## config.mk

```make
export PLATFORM = sky130hd
export DESIGN_NAME = plc_list_loader_flat
export DESIGN_NICKNAME = d
export VERILOG_FILES = /design/src/rtl/plc_list_loader_if.sv /design/src/rtl/plc_list_loader.sv /design/src/flat_wrapper.sv
export SDC_FILE = /design/constraint.sdc
export NUM_CORES = 1
export LEC_CHECK = 0
export ABC_AREA = 1
export CAP_MARGIN = 20
export CORE_MARGIN = 4
export CORE_UTILIZATION = 60
export CTS_BUF_LIST = sky130_fd_sc_hd__clkbuf_8
export DETAILED_ROUTE_END_ITERATION = 10
export HOLD_SLACK_MARGIN = 0.02
export PLACE_DENSITY = 0.92
export SLEW_MARGIN = 10
export SYNTH_ARGS = -nofsm -noshare
export SYNTH_HDL_FRONTEND = slang
export SYNTH_SLANG_ARGS = --single-unit
```

## constraint.sdc

```tcl
create_clock -name clk -period 16.4 [get_ports clk]
set_clock_uncertainty 0.1 [all_clocks]
set_input_delay 3.28 -clock clk [delete_from_list [all_inputs] [get_ports clk]]
set_output_delay 3.28 -clock clk [all_outputs]
set_load 0.03 [all_outputs]
```

## src/rtl/plc_list_loader_if.sv

```systemverilog
// Host command channel and PLC list port of the list loader, grouped with
// modports for the loader (slave) and its environment (master).
interface plc_list_loader_if #(
    parameter int unsigned LIST_DEPTH = 16
);
    localparam int unsigned LC_W = $clog2(LIST_DEPTH + 1);

    logic            cmd_valid;
    logic            cmd_ready;
    logic [7:0]      cmd_addr;
    logic [3:0]      cmd_way;
    logic [63:0]     cmd_data;
    logic            clear_list;
    logic            add_to_list;
    logic [7:0]      addr_out;
    logic [3:0]      way_out;
    logic            write_enable;
    logic [63:0]     data;
    logic            plc_error_found;
    logic            list_full;
    logic [LC_W-1:0] loaded_count;
    logic            error_sticky;
    logic [7:0]      error_count;

    modport slave (
        input  cmd_valid, cmd_addr, cmd_way, cmd_data, clear_list, plc_error_found,
        output cmd_ready, add_to_list, addr_out, way_out, write_enable, data,
               list_full, loaded_count, error_sticky, error_count
    );

    modport master (
        output cmd_valid, cmd_addr, cmd_way, cmd_data, clear_list, plc_error_found,
        input  cmd_ready, add_to_list, addr_out, way_out, write_enable, data,
               list_full, loaded_count, error_sticky, error_count
    );
endinterface

```

## src/rtl/plc_list_loader.sv

```systemverilog
// Buffers host list entries in a small FIFO and replays each one to the PLC
// as an announce strobe followed by a write strobe, with error bookkeeping.
module plc_list_loader #(
    parameter int unsigned FIFO_DEPTH = 4,
    parameter int unsigned LIST_DEPTH = 16
) (
    input logic               clk,
    input logic               rst,
    plc_list_loader_if.slave  bus
);
    localparam int unsigned PTR_W = (FIFO_DEPTH > 1) ? $clog2(FIFO_DEPTH) : 1;
    localparam int unsigned CNT_W = $clog2(FIFO_DEPTH + 1);
    localparam int unsigned LC_W  = $clog2(LIST_DEPTH + 1);

    typedef enum logic [1:0] {
        IDLE     = 2'd0,
        ANNOUNCE = 2'd1,
        WRITE    = 2'd2,
        GAP      = 2'd3
    } state_e;

    state_e            state_q, state_d;
    logic [7:0]        fifo_addr_q [FIFO_DEPTH];
    logic [3:0]        fifo_way_q  [FIFO_DEPTH];
    logic [63:0]       fifo_data_q [FIFO_DEPTH];
    logic [PTR_W-1:0]  wr_ptr_q, rd_ptr_q;
    logic [CNT_W-1:0]  count_q, count_d;
    logic              ready_c, push_c, pop_c;
    logic              add_q, add_d, we_q, we_d;
    logic [7:0]        addr_q;
    logic [3:0]        way_q;
    logic [63:0]       data_q;
    logic [LC_W-1:0]   loaded_q, loaded_d;
    logic              full_q, full_d;
    logic              sticky_q;
    logic [7:0]        errc_q;

    // Ready looks only at stored occupancy; a same-cycle pop frees nothing.
    assign ready_c = ~rst & (count_q < CNT_W'(FIFO_DEPTH));
    assign push_c  = bus.cmd_valid & ready_c;

    // Sequencer next state, strobe and counter next values.
    always_comb begin
        state_d  = state_q;
        pop_c    = 1'b0;
        loaded_d = loaded_q;
        case (state_q)
            IDLE, GAP: begin
                if ((count_q != '0) && !full_q) begin
                    pop_c   = 1'b1;
                    state_d = ANNOUNCE;
                end else begin
                    state_d = IDLE;
                end
            end
            ANNOUNCE: state_d = WRITE;
            WRITE:    state_d = GAP;
            default:  state_d = IDLE;
        endcase
        add_d = (state_d == ANNOUNCE);
        we_d  = (state_d == WRITE);
        if (bus.clear_list) begin
            loaded_d = '0;
        end else if ((state_q == WRITE) && (loaded_q < LC_W'(LIST_DEPTH))) begin
            loaded_d = loaded_q + LC_W'(1);
        end
        full_d  = (loaded_d == LC_W'(LIST_DEPTH));
        count_d = count_q + CNT_W'(push_c) - CNT_W'(pop_c);
    end

    // Entry storage carries no reset; only written slots are ever read.
    always_ff @(posedge clk) begin
        if (push_c) begin
            fifo_addr_q[wr_ptr_q] <= bus.cmd_addr;
            fifo_way_q[wr_ptr_q]  <= bus.cmd_way;
            fifo_data_q[wr_ptr_q] <= bus.cmd_data;
        end
    end

    always_ff @(posedge clk) begin
        if (rst) begin
            state_q  <= IDLE;
            wr_ptr_q <= '0;
            rd_ptr_q <= '0;
            count_q  <= '0;
            add_q    <= 1'b0;
            we_q     <= 1'b0;
            addr_q   <= '0;
            way_q    <= '0;
            data_q   <= '0;
            loaded_q <= '0;
            full_q   <= 1'b0;
            sticky_q <= 1'b0;
            errc_q   <= '0;
        end else begin
            state_q  <= state_d;
            count_q  <= count_d;
            add_q    <= add_d;
            we_q     <= we_d;
            loaded_q <= loaded_d;
            full_q   <= full_d;
            if (push_c) begin
                wr_ptr_q <= wr_ptr_q + PTR_W'(1);
            end
            if (pop_c) begin
                rd_ptr_q <= rd_ptr_q + PTR_W'(1);
                addr_q   <= fifo_addr_q[rd_ptr_q];
                way_q    <= fifo_way_q[rd_ptr_q];
                data_q   <= fifo_data_q[rd_ptr_q];
            end
            if (bus.plc_error_found) begin
                sticky_q <= 1'b1;
                if (errc_q != 8'hFF) begin
                    errc_q <= errc_q + 8'd1;
                end
            end
        end
    end

    assign bus.cmd_ready    = ready_c;
    assign bus.add_to_list  = add_q;
    assign bus.write_enable = we_q;
    assign bus.addr_out     = addr_q;
    assign bus.way_out      = way_q;
    assign bus.data         = data_q;
    assign bus.loaded_count = loaded_q;
    assign bus.list_full    = full_q;
    assign bus.error_sticky = sticky_q;
    assign bus.error_count  = errc_q;
endmodule

```

## src/flat_wrapper.sv

```systemverilog
// flat-port wrapper written by rule: the top's interface ports become plain ports
module plc_list_loader_flat 
#(
    parameter int unsigned FIFO_DEPTH = 4,
    parameter int unsigned LIST_DEPTH = 16
)
  (clk, rst, bus_cmd_valid, bus_cmd_addr, bus_cmd_way, bus_cmd_data, bus_clear_list, bus_plc_error_found, bus_cmd_ready, bus_add_to_list, bus_addr_out, bus_way_out, bus_write_enable, bus_data, bus_list_full, bus_loaded_count, bus_error_sticky, bus_error_count);
  plc_list_loader_if #(.LIST_DEPTH(LIST_DEPTH)) bus_i ();
  input logic clk;
  input logic rst;
  input wire logic [$bits(bus_i.cmd_valid)-1:0] bus_cmd_valid;
  input wire logic [$bits(bus_i.cmd_addr)-1:0] bus_cmd_addr;
  input wire logic [$bits(bus_i.cmd_way)-1:0] bus_cmd_way;
  input wire logic [$bits(bus_i.cmd_data)-1:0] bus_cmd_data;
  input wire logic [$bits(bus_i.clear_list)-1:0] bus_clear_list;
  input wire logic [$bits(bus_i.plc_error_found)-1:0] bus_plc_error_found;
  output wire logic [$bits(bus_i.cmd_ready)-1:0] bus_cmd_ready;
  output wire logic [$bits(bus_i.add_to_list)-1:0] bus_add_to_list;
  output wire logic [$bits(bus_i.addr_out)-1:0] bus_addr_out;
  output wire logic [$bits(bus_i.way_out)-1:0] bus_way_out;
  output wire logic [$bits(bus_i.write_enable)-1:0] bus_write_enable;
  output wire logic [$bits(bus_i.data)-1:0] bus_data;
  output wire logic [$bits(bus_i.list_full)-1:0] bus_list_full;
  output wire logic [$bits(bus_i.loaded_count)-1:0] bus_loaded_count;
  output wire logic [$bits(bus_i.error_sticky)-1:0] bus_error_sticky;
  output wire logic [$bits(bus_i.error_count)-1:0] bus_error_count;
  assign bus_i.cmd_valid = bus_cmd_valid;
  assign bus_i.cmd_addr = bus_cmd_addr;
  assign bus_i.cmd_way = bus_cmd_way;
  assign bus_i.cmd_data = bus_cmd_data;
  assign bus_i.clear_list = bus_clear_list;
  assign bus_i.plc_error_found = bus_plc_error_found;
  assign bus_cmd_ready = bus_i.cmd_ready;
  assign bus_add_to_list = bus_i.add_to_list;
  assign bus_addr_out = bus_i.addr_out;
  assign bus_way_out = bus_i.way_out;
  assign bus_write_enable = bus_i.write_enable;
  assign bus_data = bus_i.data;
  assign bus_list_full = bus_i.list_full;
  assign bus_loaded_count = bus_i.loaded_count;
  assign bus_error_sticky = bus_i.error_sticky;
  assign bus_error_count = bus_i.error_count;
  plc_list_loader #(.FIFO_DEPTH(FIFO_DEPTH), .LIST_DEPTH(LIST_DEPTH)) u_core (.clk(clk), .rst(rst), .bus(bus_i));
endmodule
```

Word-level counts from Yosys, hierarchy flattened
Memory sizes are Yosys's and may differ from the RTL's. A register that Yosys moved wholly into a read port is not among the register bits.
Index checks and enable logic that the tools add are counted.
- $add $sub $neg: 6
- order comparisons: 2
- equality and inequality tests: 7
- mux-type cells: 8
- bitwise gates (word level): 3
- reduce and logical (&&, ||, !) cells: 7
- operators by type and width (cell ; number):
    $mux 5 ; 2
    $add 8x1->8 const B ; 1
    $ne 8x8->1 const B ; 1
    $eq 2x2->1 const B ; 3
    $pmux 2 s3 ; 1
    $add 5x1->5 const B ; 1
    $eq 5x5->1 const B ; 1
    $lt 5x5->1 const B ; 1
    $mux 1 ; 5
    $add 2x1->2 const B ; 2
    $eq 2x1->1 const B ; 2
    $add 3x1->3 ; 1
    $lt 3x3->1 const B ; 1
    $reduce_bool 3->1 ; 1
    $sub 3x1->3 ; 1
    $and 1x1->1 ; 2
    $logic_and 1x1->1 ; 2
    $logic_not 2->1 ; 1
    $reduce_and 2->1 ; 1
    $reduce_or 2->1 ; 1
    $logic_not 1->1 ; 1
    $not 1->1 ; 1
- register bits: 26
- memory bits (writable): 304
- input bits: 81
- output and inout bits: 94
- logic and storage cells: 46
- memories: 3
- memories (name ; depth ; bits a word ; read ports ; clocked after memory_dff ; wr ports ; RTL line ; RTL):
    u_core.fifo_data_q ; 4 ; 64 ; 1 ; 1 ; 1 ; plc_list_loader.sv:25 ; logic [63:0] fifo_data_q [FIFO_DEPTH];
    u_core.fifo_addr_q ; 4 ; 8 ; 1 ; 1 ; 1 ; plc_list_loader.sv:23 ; logic [7:0] fifo_addr_q [FIFO_DEPTH];
    u_core.fifo_way_q ; 4 ; 4 ; 1 ; 1 ; 1 ; plc_list_loader.sv:24 ; logic [3:0] fifo_way_q [FIFO_DEPTH];

Depth between registers and ports, before layout
- word-level depth: 5
- mapped depth: 12
- gate-level depth less buffers: 10

Least setup slack after synthesis
No wires, ideal clock.
- kind: input port to flip-flop
- start point: input rst
- end point: memory u_core.fifo_addr_q[0][0] (enable)
- arrival: 7417 ps
- required time: 15789 ps
- slack: 8372 ps
- stages: 4
- buffers on the path: 1
- path through: buf_2 -> nor2_1 -> nand2_1 -> nor2_1
- cells in the longest elaborated chain, start to end: 5
- ends and longest elaborated chain (element ; RTL line ; RTL):
    start, declared ; flat_wrapper.sv:10 ; input logic rst;
    $not 1->1 ; plc_list_loader.sv:39 ; assign ready_c = ~rst & (count_q < CNT_W'(FIFO_DEPTH));
    $and 1x1->1 ; plc_list_loader.sv:39 ;
    via bus_cmd_ready ; flat_wrapper.sv:17 ; output wire logic [$bits(bus_i.cmd_ready)-1:0] bus_cmd_ready;
    $and 1x1->1 ; plc_list_loader.sv:40 ; assign push_c = bus.cmd_valid & ready_c;
    $mux 1 ; plc_list_loader.sv:73 ; if (push_c) begin
    $mux 1 (not written as such) ; plc_list_loader.sv:74 ; fifo_addr_q[wr_ptr_q] <= bus.cmd_addr;
    end, declared ; plc_list_loader.sv:23 ;
The timed path passes the listed nets, and every way through them passes these cells.

Worst setup path after layout
- start point: input rst
- end point: output bus_cmd_ready
- cells in the longest elaborated chain, start to end: 2
- ends and longest elaborated chain (element ; RTL line):
    $not 1->1 ; plc_list_loader.sv:39
    $and 1x1->1 ; plc_list_loader.sv:39
    end, declared ; flat_wrapper.sv:17
Every way passes these cells.

==> run metrics <==
outcome=complete, no violations; Area Growth Syn to Fin=21.2%; Critical path origin=rst; r2r startpoint=u_core.rd_ptr_q[0]$_SDFFE_PP0P_; max cap viols=0; CTS buffer count=59; drt first pass iters=5; synthesized netlist cell count=1,245; IO buf count=approximately 170; Distinct cells, synth=27; Post-Syn Area=15,100 um^2; syn_area_per_cell=12.1 um^2; row count=57; WP data arrival=5.02 ns; WL/cell=around 18 um; total power draw=3.03 mW; Fmax achieved=119 MHz; CP endpoint kind=output port; R2R depth=6; total grt overflow=0; crit path kind=in -> out; setup TNS=0 ns; Max IR drop VDD=0.125 mV; sequential-to-total area share from yosys stat=0.739; final cycle utilization of the critical path=0.512; All-Layer GR Usage=0.228; DP HPWL=around 18,000 um; final hold violation count=0; CTS Hold Bufs=0; die area=27,800 um^2; Hold Startpoint=u_core.bus.error_sticky$_SDFFE_PP0P_; H-tree lvl count=2; r2r endpoint=u_core.bus.data[39]$_SDFFE_PP0P_; io pins=175; initial antenna violation count=4; worst min path class=reg -> reg; Final Max Slew Viols=0; Nets=around 1,500; Synth Register Bits=about 400; # Post-CTS Setup Buffers=0; r2r setup slk=13.57 ns; post-detailed-routing wire length=32,800 um; Worst Hold Path EP=u_core.bus.error_sticky$_SDFFE_PP0P_; core area=24,500 um^2; Syn Nets=between 1,000 and 1,500; Worst-path clk slew=approximately 0.060 ns; Root Buffer=clkbuf_8; Yosys warnings=0; die height=167 um; via count=10,249; fraction of layout cells with a size suffix above 1=0.0776; largest net degree at the start of global routing=between 90 and 100; Slew headroom=0.377; Worst-Skew Late Latency=0.58 ns; Starting Density=0.616; global-route wire length before repair=51,300 um; min Tclk post-route=8.40 ns; DRC viols=0; # resized after CTS=0; Critical Path Start Type=input port; Worst Path Max Fanout=17; Post-DRT Antenna Nets=0; Detailed Route Iter0 Violations=989; Num Clock Sinks=406; RSZ-0062 raised after global routing=false; GPL Wtd Cong=0.797; number of global-route vias before repair=10,425; Crit path required time=13.02 ns; endpoints failing setup=0; clk buf depth=3; CTS tree=yes; Hold Path Stages=2; Vias/cell=5.71; leakage power=6.40 nW; die width=167 um; Slew @ Worst Pin=0.934 ns; PD cells=~170 nW/um^2
cell type report:
cell class	count	area, um^2
flip-flops and latches	406	11200
fillers	1517	6230
multi-input cells	724	3410
repair buffers	189	1930
clock buffers	66	908
well taps	324	405
clock inverters	46	330
inverters	38	145
diodes	2	5.00
power breakdown:
group | switching [mW] | internal, mW
combinational | 0.617 | 0.312
clock | 0.366 | 0.450
sequential | 0.0659 | 1.22
Yosys cell counts (all sizes together):
master  number  area [um^2]
o21ai      236         1180
buf         45          295
xor2         2         17.5
clkbuf      32          120
nor2       339         1270
a31oi        1         6.26
or2          1         6.26
ha          10          125
edfxtp     304         9130
nand2       33          126
dfxtp      102         2040
a21oi        6         30.0
inv         38          145
o22ai       76          475
nand4        2         12.5
nand3       14         82.6
nor3         3         20.0
fa           1         20.0
cell families (layout without fill, tap and decap cells):
group | Yosys count | count (layout) | synth area share
and+or+nand+nor | 392 | 392 | 0.101
xor gates and xnor gates | 2 | 2 | 0.00116
adders and majority gates | 11 | 11 | 0.00961
DFF | 406 | 406 | 0.739
AOI/OAI and AO/OA | 319 | 319 | 0.112
other | 0 | 2 | 0
buffers and inverters | 115 | 339 | 0.0371
registers in the layout (all words and copies together) (netlist names), 3 cells and up:
name / count
u_core.count_q: 3
u_core.fifo_way_q: 16
u_core.bus.data: 64
u_core.bus.loaded_count: 5
u_core.bus.error_count: 8
u_core.bus.way_out: 4
u_core.fifo_addr_q: 32
u_core.fifo_data_q: 256
u_core.bus.addr_out: 8
metal layers:
metal | global-route usage | vias to the layer above | routed length, um
met1 | 0.275 | 4926 | 12900
li1 | - | 4777 | -
met4 | 0.0975 | 4 | 943
met2 | 0.398 | 467 | 16300
met3 | 0.0472 | 75 | 2580
met5 | 0 | - | 21
critical path: stages:
cell and delay [ns]:
clkdlybuf4s50_1 0.74, nor2_1 0.28, clkdlybuf4s50_1 0.71
cell usage in the layout (no fill, tap or decap), drive strengths merged, types with 3 or more instances in the layout:
| cell | instances |
|---|---|
| a21oi | 6 |
| buf | 15 |
| bufinv | 5 |
| clkbuf | 66 |
| clkdlybuf4s50 | 174 |
| clkinv | 21 |
| dfxtp | 102 |
| edfxtp | 304 |
| ha | 10 |
| inv | 57 |
| nand2 | 33 |
| nand3 | 14 |
| nor2 | 339 |
| nor3 | 3 |
| o21ai | 236 |
| o22ai | 76 |
through the flow:
step                hold slack, ns  utilization  cells  setup WS, ns  cell area (um^2)
floorplan                    0.390            -   1245          8.37             15100
global placement             0.352        0.691   1677          8.03             17000
detailed placement           0.368        0.691   1677          8.01             17000
CTS                          0.383        0.742   1789          8.01             18200
global route                 0.432        0.746   1795          7.86             18300
finish                       0.376        0.746   1795          8.00             18300
worst max-delay path by stage:
stage          cells after the start                                  to
2_1_floorplan                      4  u_core.fifo_addr_q[0][0]$_DFFE_PP_
3_3_place_gp                       3                       bus_cmd_ready
3_5_place_dp                       3                       bus_cmd_ready
4_1_cts                            3                       bus_cmd_ready
5_1_grt                            3                       bus_cmd_ready
6_report                           3                       bus_cmd_ready
Power figures use the tool's default switching activity.
==> RTL edit: new RTL, same flow settings <==
`LIST_DEPTH` is set to 16 in 3 places; all go to 8.
--- a/src/rtl/plc_list_loader_if.sv
+++ b/src/rtl/plc_list_loader_if.sv
@@ -1,7 +1,7 @@
 // Host command channel and PLC list port of the list loader, grouped with
 // modports for the loader (slave) and its environment (master).
 interface plc_list_loader_if #(
-    parameter int unsigned LIST_DEPTH = 16
+    parameter int unsigned LIST_DEPTH = 8
 );
     localparam int unsigned LC_W = $clog2(LIST_DEPTH + 1);
 
--- a/src/rtl/plc_list_loader.sv
+++ b/src/rtl/plc_list_loader.sv
@@ -2,7 +2,7 @@
 // as an announce strobe followed by a write strobe, with error bookkeeping.
 module plc_list_loader #(
     parameter int unsigned FIFO_DEPTH = 4,
-    parameter int unsigned LIST_DEPTH = 16
+    parameter int unsigned LIST_DEPTH = 8
 ) (
     input logic               clk,
     input logic               rst,
--- a/src/flat_wrapper.sv
+++ b/src/flat_wrapper.sv
@@ -2,7 +2,7 @@
 module plc_list_loader_flat 
 #(
     parameter int unsigned FIFO_DEPTH = 4,
-    parameter int unsigned LIST_DEPTH = 16
+    parameter int unsigned LIST_DEPTH = 8
 )
   (clk, rst, bus_cmd_valid, bus_cmd_addr, bus_cmd_way, bus_cmd_data, bus_clear_list, bus_plc_error_found, bus_cmd_ready, bus_add_to_list, bus_addr_out, bus_way_out, bus_write_enable, bus_data, bus_list_full, bus_loaded_count, bus_error_sticky, bus_error_count);
   plc_list_loader_if #(.LIST_DEPTH(LIST_DEPTH)) bus_i ();
Interface: changed (resized bus_loaded_count); port bits go from 175 to 174. No check against the original RTL was run, so the function may have changed too.
==> RTL edit against the unedited design <==
  * Combinational power rose by 4.1%
  * Cell count rose by 3.8%
  * Wire length grew 0.85%
  * Global-route usage rose by 0.054 points
  * Worst setup slack got worse by 0.023 ns
  * Hold slack improved by 0.0017 ns
  * Total power increased by 1.8%
  * Clock power grew 0.5%
  * Cell area is 0.68% higher
  * Synthesized area grew 0.85%
  * Sequential cell count down 1
==> RTL edit: results (changes against the unedited design) <==
The final RePlAce weighted congestion came out at 0.743 (-6.8%). The largest vdd supply drop is 0.178 mV (+43%). The cell depth of the worst flop-to-flop path is 6 (unchanged). The cell area reported after detailed placement came out at 17,100 sq um (+1.0%). The power density over cell area was 167 nW/um^2 (+1.1%).

The total of buffers placed on input and output ports is 173 (-0.57%). The setup fix buffers added after clock tree synthesis is 0 (unchanged). The async set or reset register ratio after synthesis is 0 (unchanged). The latest clock arrival within the worst-skew pair came out at 0.57 ns.

The arrival time of the worst setup path came to 5.04 ns (+0.02 ns). The number of antenna cells inserted came to 0 (-2). The worst hold path terminates at u_core.bus.error_sticky$_SDFFE_PP0P_. The initial antenna violation count is 2 (-2).

The count of nets after finishing came out at 1,577 (+4.4%). The type of the worst min-delay path is flip-flop to flip-flop. The number of enable-type register cells in the synthesized netlist is 304 (unchanged). The largest net degree at the start of global routing was 103 (+8.4%). The number of antenna-violating nets in the routed design came out at 0 (unchanged). The critical path's slowest cell is sky130_fd_sc_hd__clkdlybuf4s50_1.

The fraction of final layout cells sized beyond drive strength 1 came to 0.0717 (-0.00590). Ranked by flip-flop count, first place goes to u_core.fifo_data_q. The overall routing resource usage is 0.228 (+0.000536).

The run finished with clean final reports. The estimated wirelength of the detail-placed design is 18.1 mm (+2.6%). The setup slack of the worst register-to-register path came out at 13.65 ns (+0.08 ns).

The filler cell count in the final layout is 1,574 (+3.8%). The sequential cell area fraction in the yosys report is 0.732 (-0.00757). The number of buffers created by CTS is 60 (+1.7%).

The wire length after detailed routing came to 33.1 mm (+0.85%). The relative max-transition margin was 0.283 (-0.0947). The first-pass GRT wire length came out at 52.0 mm (+1.4%). The worst register-to-register path ends at u_core.bus.data[61]$_SDFFE_PP0P_. The count of distinct cell types in the synthesized netlist is 25 (-7.4%). Ranked by total cell area, the synthesized netlist is headed by sky130_fd_sc_hd__edfxtp_1 (60%), sky130_fd_sc_hd__dfxtp_1 (13%), sky130_fd_sc_hd__nor2_1 (10%), sky130_fd_sc_hd__o21ai_0 (6.8%), sky130_fd_sc_hd__o21ai_1 (3.4%). The number of nets produced by synthesis is 1,407 (+5.2%).

The routed via count was 10.4k (+1.6%). The detailed-router iteration count before antenna repair came out at 5 (unchanged). The worst stage delay on the critical path came out at 0.76 ns (+0.02 ns). The via count of the first global-routing pass is 10.7k (+2.4%).

Among all flip-flop cells after synthesis, the most frequent one is sky130_fd_sc_hd__edfxtp_1. The leakage power is 6.47 nW (+1.1%). The number of cells upsized or downsized after cts was 0 (unchanged). The initial DRC count was 953 (-3.6%). By count the netlist is led by sky130_fd_sc_hd__nor2_1 (410), sky130_fd_sc_hd__edfxtp_1 (304), sky130_fd_sc_hd__o21ai_0 (208), sky130_fd_sc_hd__o21ai_1 (102), sky130_fd_sc_hd__dfxtp_1 (101). The worst register-to-register path begins at u_core.rd_ptr_q[0]$_SDFFE_PP0P_. The largest driver fanout on the critical path is 18 (+1). The number of cells traversed by the worst hold path came out at 2 (unchanged).

The total number of H-tree levels is 2 (unchanged). The root buffer selected by CTS is sky130_fd_sc_hd__clkbuf_8.
RTL edit: cell count changes in the layout (fill, tap and decap cells not counted), sizes merged, moves of 4 or more:
cell,delta
a21oi,+4
clkbuf,+5
inv,-5
nand3,-4
nand4,+4
nor2,+71
o21ai,+74
o22ai,-76
RTL edit: cells by family (layout without fill, tap and decap cells):
| logic type | count (synthesis) | in the layout | share of synthesized area |
|---|---|---|---|
| adders and majority gates | 11 | 11 | 0.00953 |
| AOI/OAI and AO/OA | 321 | 321 | 0.106 |
| and+or+nand+nor | 463 | 463 | 0.117 |
| buffers and inverters | 113 | 332 | 0.0346 |
| xor gates and xnor gates | 2 | 2 | 0.00115 |
| DFF | 405 | 405 | 0.732 |
RTL edit: cell type report:
class | count | share of cell area
well taps | 330 | 0.0224
multi-input cells | 797 | 0.195
clock buffers | 71 | 0.0530
repair buffers | 187 | 0.103
flip-flops and latches | 405 | 0.606
clock inverters | 40 | 0.0147
inverters | 34 | 0.00706
RTL edit: per-stage QoR:
| stage | setup slack [ns] | power (W) | hold slack [ns] | std cells |
|---|---|---|---|---|
| 3_5_place_dp | 8.00 | 0.00227 | 0.368 | 1751 |
| 3_3_place_gp | 8.07 | 0.00222 | 0.356 | 1750 |
| 5_1_grt | 7.84 | 0.00326 | 0.415 | 1864 |
| 4_1_cts | 7.99 | 0.00309 | 0.383 | 1862 |
| 6_report | 7.98 | 0.00308 | 0.378 | 1864 |
| 2_1_floorplan | 8.39 | 0.00196 | 0.390 | 1315 |
RTL edit: worst max-delay path by stage:
stage               start                                 end  cells after the start
floorplan             rst  u_core.fifo_addr_q[0][0]$_DFFE_PP_                      4
global placement      rst                       bus_cmd_ready                      3
detailed placement    rst                       bus_cmd_ready                      3
CTS                   rst                       bus_cmd_ready                      3
global route          rst                       bus_cmd_ready                      3
finish                rst                       bus_cmd_ready                      3
RTL edit: critical path: cells and delay by family:
kind,cells,cell delay [ns]
buffers and inverters,2,1.47
and+or+nand+nor,1,0.29
RTL edit: layer usage:
| metal | global-route usage | wire, um | share of wire | up-vias |
|---|---|---|---|---|
| met1 | 0.288 | 13300 | 0.40 | 4976 |
| met3 | 0.0401 | 2440 | 0.074 | 89 |
| met2 | 0.397 | 16400 | 0.50 | 439 |
| met4 | 0.0865 | 903 | 0.027 | 4 |
| li1 | - | - | - | 4907 |
| met5 | 0 | 22 | 0.00067 | - |
RTL edit: power by group:
part,switching (W),total (W),internal [W]
Sequential,0.0000800,0.00130,0.00122
Clock,0.000364,0.000820,0.000456
Combinational,0.000642,0.000968,0.000327
Total,0.00109,0.00308,0.00200
